$ cat src/rtl/muldiv_sequencer_if.sv
// -----------------------------------------------------------------------------
// muldiv_sequencer_if
//
// Handshake bundle between the EX-stage control path and the multi-cycle
// RV32M multiply/divide unit.
//
//   start   control -> unit   request, sampled only while the unit is idle
//   Funct3  control -> unit   M-op select, sampled with start
//   SrcA    control -> unit   rs1 operand (multiplicand / dividend)
//   SrcB    control -> unit   rs2 operand (multiplier / divisor)
//   kill    control -> unit   pipeline flush, aborts the operation in flight
//   busy    unit -> control   high in every state except idle
//   stall   unit -> control   (start && idle) || busy, combinational
//   done    unit -> control   one-cycle pulse, result valid in that cycle
//   result  unit -> control   final value, held until the next done
//
// The control path connects through the master modport, the unit through
// the slave modport.
// -----------------------------------------------------------------------------
interface muldiv_sequencer_if #(
    parameter int WIDTH = 32
);
    logic             start;
    logic [2:0]       Funct3;
    logic [WIDTH-1:0] SrcA;
    logic [WIDTH-1:0] SrcB;
    logic             kill;
    logic             busy;
    logic             stall;
    logic             done;
    logic [WIDTH-1:0] result;

    modport master (
        output start, Funct3, SrcA, SrcB, kill,
        input  busy, stall, done, result
    );

    modport slave (
        input  start, Funct3, SrcA, SrcB, kill,
        output busy, stall, done, result
    );
endinterface

$ cat src/rtl/muldiv_sequencer.sv
// -----------------------------------------------------------------------------
// muldiv_sequencer
//
// Multi-cycle RV32M multiply/divide unit sitting beside the single-cycle ALU
// in the EX stage. One result bit is produced per cycle:
//   - multiply: shift-add on a 2*WIDTH product register
//   - divide:   restoring division on a {remainder, quotient} pair
// Both share the same 2*WIDTH register and the same WIDTH-bit operand register
// (multiplicand for multiply, divisor for divide).
//
// FSM: IDLE -> PREP -> CALC (WIDTH cycles) -> FIN -> IDLE
//      PREP jumps straight to FIN for divide-by-zero and signed overflow.
//
// Ports:
//   clk    system clock, all state updates on the rising edge
//   reset  synchronous, active-low reset
//   bus    muldiv_sequencer_if slave modport (see interface header)
//
// Latency from the edge that samples start to the cycle done is high:
//   WIDTH+2 cycles normally, 2 cycles on the fast path.
// -----------------------------------------------------------------------------
module muldiv_sequencer #(
    parameter int WIDTH = 32,
    parameter int CNT_W = 6     // must satisfy 2**CNT_W > WIDTH
) (
    input  logic                 clk,
    input  logic                 reset,
    muldiv_sequencer_if.slave    bus
);

    typedef enum logic [1:0] {
        IDLE = 2'd0,
        PREP = 2'd1,
        CALC = 2'd2,
        FIN  = 2'd3
    } state_t;

    // Funct3 encodings
    localparam logic [2:0] OP_MUL    = 3'b000;
    localparam logic [2:0] OP_MULH   = 3'b001;
    localparam logic [2:0] OP_MULHSU = 3'b010;
    localparam logic [2:0] OP_MULHU  = 3'b011;
    localparam logic [2:0] OP_DIV    = 3'b100;
    localparam logic [2:0] OP_DIVU   = 3'b101;

    localparam logic [WIDTH-1:0] MIN_NEG = {1'b1, {(WIDTH-1){1'b0}}};

    // ------------------------------------------------------------------
    // State
    // ------------------------------------------------------------------
    state_t             state;
    logic [2:0]         op;         // latched Funct3
    logic [WIDTH-1:0]   src_a;      // latched SrcA
    logic [WIDTH-1:0]   src_b;      // latched SrcB
    logic [WIDTH-1:0]   opnd;       // multiplicand (mul) or divisor (div) magnitude
    logic [2*WIDTH-1:0] prod;       // mul: product; div: {remainder, quotient}
    logic               neg_res;    // negate the selected result in FIN
    logic [CNT_W-1:0]   cnt;
    logic               done_q;
    logic [WIDTH-1:0]   result_q;

    // ------------------------------------------------------------------
    // Operand conditioning (used in PREP)
    // ------------------------------------------------------------------
    logic             a_signed;
    logic             b_signed;
    logic             a_neg;
    logic             b_neg;
    logic [WIDTH-1:0] a_mag;
    logic [WIDTH-1:0] b_mag;
    logic             neg_res_d;
    logic             div_zero;
    logic             div_ovf;
    logic [WIDTH-1:0] fast_quo;
    logic [WIDTH-1:0] fast_rem;

    // NOTE: every signal written in an always_comb gets a default on the
    // first lines, so no path can leave it unassigned and infer a latch.
    always_comb begin
        a_signed = 1'b0;
        b_signed = 1'b0;
        if (op[2]) begin
            // DIV/REM are signed, DIVU/REMU are not
            a_signed = ~op[0];
            b_signed = ~op[0];
        end else begin
            // MUL/MULH signed x signed, MULHSU signed x unsigned, MULHU unsigned
            a_signed = (op[1:0] != 2'b11);
            b_signed = ~op[1];
        end

        a_neg = a_signed & src_a[WIDTH-1];
        b_neg = b_signed & src_b[WIDTH-1];
        a_mag = a_neg ? -src_a : src_a;
        b_mag = b_neg ? -src_b : src_b;

        // Remainder takes the dividend sign; product and quotient the xor.
        neg_res_d = (op[2] && op[1]) ? a_neg : (a_neg ^ b_neg);

        div_zero = (src_b == '0);
        div_ovf  = ~op[0] && (src_a == MIN_NEG) && (src_b == '1);

        // Fast-path answers, placed where FIN will pick them up unmodified.
        fast_quo = div_zero ? '1    : src_a;
        fast_rem = div_zero ? src_a : '0;
    end

    // ------------------------------------------------------------------
    // One iteration of each datapath (used in CALC)
    // ------------------------------------------------------------------
    logic [WIDTH:0]     mul_sum;
    logic [2*WIDTH-1:0] mul_next;
    logic [WIDTH:0]     div_shift;   // {rem, quo msb}: the trial remainder
    logic               div_fits;
    logic [WIDTH-1:0]   div_sub;
    logic [2*WIDTH-1:0] div_next;

    always_comb begin
        // Shift-add: conditionally add to the upper half, keep the carry,
        // then shift the whole product right one place.
        mul_sum  = {1'b0, prod[2*WIDTH-1:WIDTH]} + (prod[0] ? {1'b0, opnd} : '0);
        mul_next = {mul_sum, prod[WIDTH-1:1]};

        // Restoring divide. The shifted remainder is below 2*divisor, so
        // when it fits the difference is below divisor and the low WIDTH
        // bits of a modular subtract are exact.
        div_shift = prod[2*WIDTH-1:WIDTH-1];
        div_fits  = (div_shift >= {1'b0, opnd});
        div_sub   = div_shift[WIDTH-1:0] - opnd;
        if (div_fits) begin
            div_next = {div_sub, prod[WIDTH-2:0], 1'b1};
        end else begin
            div_next = {div_shift[WIDTH-1:0], prod[WIDTH-2:0], 1'b0};
        end
    end

    // ------------------------------------------------------------------
    // Sign correction and output select (used in FIN)
    // ------------------------------------------------------------------
    logic [2*WIDTH-1:0] mul_fix;
    logic [WIDTH-1:0]   quo_fix;
    logic [WIDTH-1:0]   rem_fix;
    logic [WIDTH-1:0]   fin_value;

    always_comb begin
        mul_fix = neg_res ? -prod : prod;
        quo_fix = neg_res ? -prod[WIDTH-1:0]       : prod[WIDTH-1:0];
        rem_fix = neg_res ? -prod[2*WIDTH-1:WIDTH] : prod[2*WIDTH-1:WIDTH];

        unique case (op)
            OP_MUL:                     fin_value = mul_fix[WIDTH-1:0];
            OP_MULH, OP_MULHSU, OP_MULHU: fin_value = mul_fix[2*WIDTH-1:WIDTH];
            OP_DIV, OP_DIVU:            fin_value = quo_fix;
            default:                    fin_value = rem_fix;
        endcase
    end

    // ------------------------------------------------------------------
    // FSM and registers
    // ------------------------------------------------------------------
    // NOTE: sequential state is only ever assigned with <= so every flop
    // samples the values from before the edge, independent of block order.
    always_ff @(posedge clk) begin
        if (!reset) begin
            // NOTE: the datapath registers are cleared as well, not just the
            // control state, so a reset mid-operation leaves nothing stale.
            state    <= IDLE;
            op       <= '0;
            src_a    <= '0;
            src_b    <= '0;
            opnd     <= '0;
            prod     <= '0;
            neg_res  <= 1'b0;
            cnt      <= '0;
            done_q   <= 1'b0;
            result_q <= '0;
        end else begin
            done_q <= 1'b0;

            unique case (state)
                IDLE: begin
                    if (bus.start && !bus.kill) begin
                        op    <= bus.Funct3;
                        src_a <= bus.SrcA;
                        src_b <= bus.SrcB;
                        state <= PREP;
                    end
                end

                PREP: begin
                    if (bus.kill) begin
                        state <= IDLE;
                    end else if (op[2] && (div_zero || div_ovf)) begin
                        prod    <= {fast_rem, fast_quo};
                        neg_res <= 1'b0;
                        state   <= FIN;
                    end else begin
                        cnt     <= '0;
                        neg_res <= neg_res_d;
                        if (op[2]) begin
                            opnd <= b_mag;
                            prod <= {{WIDTH{1'b0}}, a_mag};
                        end else begin
                            opnd <= a_mag;
                            prod <= {{WIDTH{1'b0}}, b_mag};
                        end
                        state <= CALC;
                    end
                end

                CALC: begin
                    if (bus.kill) begin
                        state <= IDLE;
                    end else begin
                        prod <= op[2] ? div_next : mul_next;
                        cnt  <= cnt + 1'b1;
                        if (cnt == CNT_W'(WIDTH-1)) begin
                            state <= FIN;
                        end
                    end
                end

                FIN: begin
                    // A flush landing here still wins: no done, result kept.
                    state <= IDLE;
                    if (!bus.kill) begin
                        done_q   <= 1'b1;
                        result_q <= fin_value;
                    end
                end

                default: state <= IDLE;
            endcase
        end
    end

    // ------------------------------------------------------------------
    // Outputs
    // ------------------------------------------------------------------
    logic busy;

    assign busy       = (state != IDLE);
    assign bus.busy   = busy;
    assign bus.stall  = (bus.start && (state == IDLE)) || busy;
    assign bus.done   = done_q;
    assign bus.result = result_q;

endmodule

$ cat src/flat_wrapper.sv
// flat-port wrapper written by rule: the top's interface ports become plain ports
module muldiv_sequencer_flat 
#(
    parameter int WIDTH = 32,
    parameter int CNT_W = 6                                     
)
  (clk, reset, bus_start, bus_Funct3, bus_SrcA, bus_SrcB, bus_kill, bus_busy, bus_stall, bus_done, bus_result);
  muldiv_sequencer_if #(.WIDTH(WIDTH)) bus_i ();
  input  logic clk;
  input  logic reset;
  input wire logic [$bits(bus_i.start)-1:0] bus_start;
  input wire logic [$bits(bus_i.Funct3)-1:0] bus_Funct3;
  input wire logic [$bits(bus_i.SrcA)-1:0] bus_SrcA;
  input wire logic [$bits(bus_i.SrcB)-1:0] bus_SrcB;
  input wire logic [$bits(bus_i.kill)-1:0] bus_kill;
  output wire logic [$bits(bus_i.busy)-1:0] bus_busy;
  output wire logic [$bits(bus_i.stall)-1:0] bus_stall;
  output wire logic [$bits(bus_i.done)-1:0] bus_done;
  output wire logic [$bits(bus_i.result)-1:0] bus_result;
  assign bus_i.start = bus_start;
  assign bus_i.Funct3 = bus_Funct3;
  assign bus_i.SrcA = bus_SrcA;
  assign bus_i.SrcB = bus_SrcB;
  assign bus_i.kill = bus_kill;
  assign bus_busy = bus_i.busy;
  assign bus_stall = bus_i.stall;
  assign bus_done = bus_i.done;
  assign bus_result = bus_i.result;
  muldiv_sequencer #(.WIDTH(WIDTH), .CNT_W(CNT_W)) u_core (.clk(clk), .reset(reset), .bus(bus_i));
endmodule
$ cat config.mk
export PLATFORM = sky130hd
export DESIGN_NAME = muldiv_sequencer_flat
export DESIGN_NICKNAME = d
export VERILOG_FILES = /design/src/rtl/muldiv_sequencer_if.sv /design/src/rtl/muldiv_sequencer.sv /design/src/flat_wrapper.sv
export SDC_FILE = /design/constraint.sdc
export NUM_CORES = 1
export LEC_CHECK = 0
export BUFFER_PORTS_ARGS = -buffer_cell sky130_fd_sc_hd__buf_2
export CAP_MARGIN = 15
export CORE_MARGIN = 1
export CORE_UTILIZATION = 40
export CTS_CLUSTER_DIAMETER = 60
export DETAILED_ROUTE_END_ITERATION = 7
export HOLD_SLACK_MARGIN = 0.12
export SLEW_MARGIN = 10
export SYNTH_ARGS = -nofsm -noshare
export SYNTH_HDL_FRONTEND = slang
export SYNTH_SLANG_ARGS = --single-unit
$ cat constraint.sdc
create_clock -name clk -period 7.2 [get_ports clk]
set_input_delay 0.72 -clock clk [delete_from_list [all_inputs] [get_ports clk]]
set_output_delay 0.72 -clock clk [all_outputs]
set_load 0.05 [all_outputs]
; After elaboration in Yosys (flattened, before gate mapping)
; Cells that the tools add are included.
[word_totals]
mem_bits_rw = 0
input_bits = 71
ff_bits = 205
out_inout_bits = 35
romBits = 0
latchBits = 0
wordCells = 99
memories = 0
[classes]
n_bitwise = 7
n_eq_ne = 17
n_shift = 0
order_cmp = 1
n_mul = 0
n_div = 0
n_addsub = 8
muxes = 32
n_reduce_logical = 24
[ops]
columns = operator, count
row1 = $mux W64, 6
row2 = $mux W32, 9
row3 = $neg A32 Y32, 4
row4 = $pmux W64 S2, 1
row5 = $pmux W32 S3, 1
row6 = $eq A32 B32 Y1 const B, 2
row7 = $neg A64 Y64, 1
row8 = $add A32 B33 Y33, 1
row9 = $ge A33 B32 Y1, 1
row10 = $logic_not A32 Y1, 1
row11 = $sub A32 B32 Y32, 1
row12 = $mux W6, 3
row13 = $pmux W6 S2, 1
row14 = $reduce_and A2 Y1, 5
row15 = $mux W2, 4
row16 = $ne A2 B2 Y1 const B, 4
row17 = $pmux W2 S4, 1
row18 = $add A6 B1 Y6 const B, 1
row19 = $eq A3 B2 Y1 const B, 2
row20 = $eq A3 B3 Y1 const B, 2
row21 = $eq A6 B5 Y1 const B, 1
row22 = $logic_and A1 B1 Y1, 6
row23 = $mux W1, 6
row24 = $reduce_and A3 Y1, 2
row25 = other kinds (16), 23

; Longest topological paths before layout
[logic_depth]
word_depth = 8
depth_mapped = 14

; Worst setup path before layout
; Ideal clock, no wire load.
[synth_path]
kind = register to register
start = register u_core.prod[0]
end = register u_core.prod[62]
period_less_slack_ns = 3.160
path_buffers = 1
arrival_ns = 3.038
t_required_ns = 7.078
path_stages_with_launch = 14
path_slack_ns = 4.040
cell_sequence = dfxtp_1 -> clkinv_1 -> clkbuf_1 -> nor2_1 -> ha_1 -> o211ai_1 -> o21ai_0 -> o2111a_1 -> o31a_1 -> o211ai_1 -> a21oi_1 -> a211oi_1 -> xnor2_1 -> a221o_1
[synth_via]
elab_chain_len = 5
[synth_rtl]
columns = item, line_no
row1 = from (decl), muldiv_sequencer.sv:56  ; logic [2*WIDTH-1:0] prod;
row2 = from (signal assigned), muldiv_sequencer.sv:194  ; prod <= {fast_rem, fast_quo};
row3 = from (signal assigned), muldiv_sequencer.sv:202  ; prod <= {{WIDTH{1'b0}}, a_mag};
row4 = from (signal assigned), muldiv_sequencer.sv:205  ; prod <= {{WIDTH{1'b0}}, b_mag};
row5 = $mux W32, muldiv_sequencer.sv:121  ; mul_sum = {1'b0, prod[2*WIDTH-1:WIDTH]} + (prod[0] ? {1'b0, opnd} : '0);
row6 = $add A32 B33 Y33, muldiv_sequencer.sv:121
row7 = $mux W64, muldiv_sequencer.sv:215  ; prod <= op[2] ? div_next : mul_next;
row8 = $mux W64, muldiv_sequencer.sv:212  ; if (bus.kill) begin
row9 = $pmux W64 S2, muldiv_sequencer.sv:180  ; unique case (state)
; Every way passes these cells. The select of a mux whose other input is x is not followed.
; A chain may end at the register's enable or synchronous reset.

; Final worst setup path
[layout_path]
start = register u_core.prod[61]
end = register u_core.prod[54]
[layout_via]
elab_chain_len = 5
[layout_rtl]
columns = item, line_no
row1 = $ge A33 B32 Y1, muldiv_sequencer.sv:128  ; div_fits = (div_shift >= {1'b0, opnd});
row2 = $mux W64, muldiv_sequencer.sv:130  ; if (div_fits) begin
row3 = $mux W64, muldiv_sequencer.sv:215
row4 = $mux W64, muldiv_sequencer.sv:212
row5 = $pmux W64 S2, muldiv_sequencer.sv:180
; Every way passes these cells. The select of a mux whose other input is x is not followed.

==> reports/metrics.cfg <==
[timing]
finalCritPeriodShare_pct = 58.49
hold_viol = 0
setup_viol = 0
rsz0062_at_grt = no
post-route-min-period_ps = 4211
tightest_slew_ps = 1124
setup_tns_ps = 0
holdWs_ps = 369.9
fin_skew_ps = 28.77
relSlewSlack_pct = 25.05
slew_viol_final = 0
fmax_mhz = 237.5

[placement]
gp_congestion = 1.007
io_buffer_count = 105
postPlaceCellArea_mm2 = 0.01784
dpl.hpwl_um = 53320

[global_routing]
antenna_found_initial = 1
grt_pass1_vias = 17210
grt_overflow_total = 0
grt_start_max_net_pins = 98
grt_pass1_wl_um = 106900
track_usage_pct = 31.92

[critical_path]
reg2reg_to = u_core.prod[54]
crit_path_end_kind = flop
worstPathRequired_ps = 7620
rr_worst_depth = 10
arrival_ps = 4630
cp_max_fo = 27
crit_type = flop to flop
rrSetupSlack_ps = 2990
reg2reg_from = u_core.prod[61]
critPathLaunchType = flop

[yosys]
async_flop_share_pct = 0
synth_edf_count = 0
ys_seq_elements = 205
ys_seq_area_share_pct = 24.03
yosysWarnings = 0
synth_cells = 2372
syn_area_per_cell_um2 = 7.201
synth_cell_type_count = 85
synth_flop_cell = dfxtp_1
synth_area_mm2 = 0.01708
syn_nets = 2515

[final_layout]
insertedDiodeCount = 0
layout_commonest_cell = nand2_1
drive_gt1_share_pct = 10.06
final_area_mm2 = 0.01888
syn2layout_area_growth_pct = 10.54
nets = 2504
final_cell_mix = 375 x nand2_1, 203 x dfxtp_1, 177 x nor2_1, 177 x a21oi_1, 171 x o21ai_0

[power]
power_mw = 4.131
powerDensity_mw_per_mm2 = 218.8
vdd_ir_drop_max_v = 0.0001811
leakage_nw = 7.444

[clock_tree]
holdBufCountCts = 0
cts-buffers-inserted = 31
postCtsSetupBuffers = 0
clkSinkCount = 205
cts_max_path_buffers = 3
htreeDepth = 1
cts_resized = 0
cts_root_buffer = clkbuf_16
cts_tree = done
clk_pin_slew_ps = 60
worst_skew_pair.late_latency_ps = 600

[route]
routed_wl_um = 70920
routedWlPerCell_um = 24.26
firstDrtPassIters = 6
drtIter0Drc = 1983
vias = 18470
vias_per_cell = 6.317
ant_nets = 0
route.detailed.drc = 0

[floorplanning]
die_y_um = 208.6
die-area_mm2 = 0.04353
io_pins = 106
die_w_um = 208.6
core-area_mm2 = 0.04204
row_count = 75
initial_core_util_pct = 40.63

[min_path]
min_path_type = input pin to flop
whs_path_depth = 3
holdCritStartpoint = bus_SrcB[22]
min_to = u_core.src_b[22]

[outcome]
status = finished, final reports clean

[job]
cap_violations = 0

metrics by stage:
stage / utilization (%) / std cells / setup slack [ps]
after CTS: 44.91 / 2924 / 3191
after global placement: 42.43 / 2867 / 3116
after global routing: 44.91 / 2924 / 2831
after floorplan: - / 2372 / 4040
after detailed placement: 42.43 / 2867 / 3215
final: 44.91 / 2924 / 2989
cell usage after synthesis (all sizes together) (58+ instances only):
library cell,count,area (um^2)
inv,58,217.7
nand2,376,1414
o21ai,177,889.6
nor2,177,664.4
ha,70,875.8
a21boi,95,713.2
xor2,85,744.5
dfxtp,205,4104
xnor2,82,718.2
nand3,72,365.3
clkbuf,155,581.8
a21oi,179,899.6
worst max-delay path: stages, from the launching register on:
cell and delay [ps]:
dfxtp_1 690, ha_1 380, nand4b_1 360, nor3_1 450
nand3_1 130, o21a_1 280, o21ai_2 80, buf_4 410
mux2_2 440, a222oi_1 670, a21oi_1 140
final cells by class:
type	instances	area (um^2)
Clock buffer	38	842.1
Clock inverter	19	198.9
Fill cell	4368	23160
Inverter	61	229.0
Multi-Input combinational cell	1923	12040
Sequential cell	205	4109
Tap cell	539	674.4
Timing Repair Buffer	139	783.3
per-layer routing:
| layer | track usage (%) | routed length [um] | vias up |
|---|---|---|---|
| met1 | 44.77 | 30520 | 8788 |
| met4 | 15.14 | 3514 | 2 |
| met5 | 0 | 13 | - |
| li1 | - | - | 8580 |
| met3 | 4.554 | 6644 | 154 |
| met2 | 47.95 | 30230 | 947 |
worst max path at each step:
stage	cells after the start	startpoint	endpoint	slack, ps
final	10	u_core.prod[61]	u_core.prod[54]	2990
after global routing	11	u_core.prod[50]	u_core.prod[54]	2830
after CTS	11	u_core.prod[50]	u_core.prod[54]	3190
after detailed placement	11	u_core.prod[51]	u_core.prod[54]	3210
after global placement	10	u_core.prod[61]	u_core.prod[54]	3120
after floorplan	13	u_core.prod[0]	u_core.prod[62]	4040
cell families after synthesis:
family | after synthesis | share of synthesized area (%)
adders and majority gates | 72 | 5.362
AOI/OAI and AO/OA | 781 | 30.24
and+or+nand+nor | 844 | 22.58
DFF | 205 | 24.03
muxes | 59 | 3.575
xor gates and xnor gates | 167 | 8.563
buffers and inverters | 244 | 5.648
state kept, by name, summed over array words and instances, names as in the netlist:
name and flops:
u_core.prod 64, u_core.bus.result 32, u_core.opnd 32, u_core.src_a 32
u_core.src_b 32, u_core.cnt 6, u_core.op 3, u_core.state 2
u_core.bus.done 1, u_core.neg_res 1
power by group:
| group | total (mW) | switching [mW] | leakage (nW) | internal [mW] |
|---|---|---|---|---|
| logic | 1.30 | 0.846 | 5.27 | 0.459 |
| clock network | 1.54 | 0.622 | 0.512 | 0.915 |
| registers | 1.29 | 0.104 | 1.67 | 1.18 |
Power figures use the tool's default switching activity.
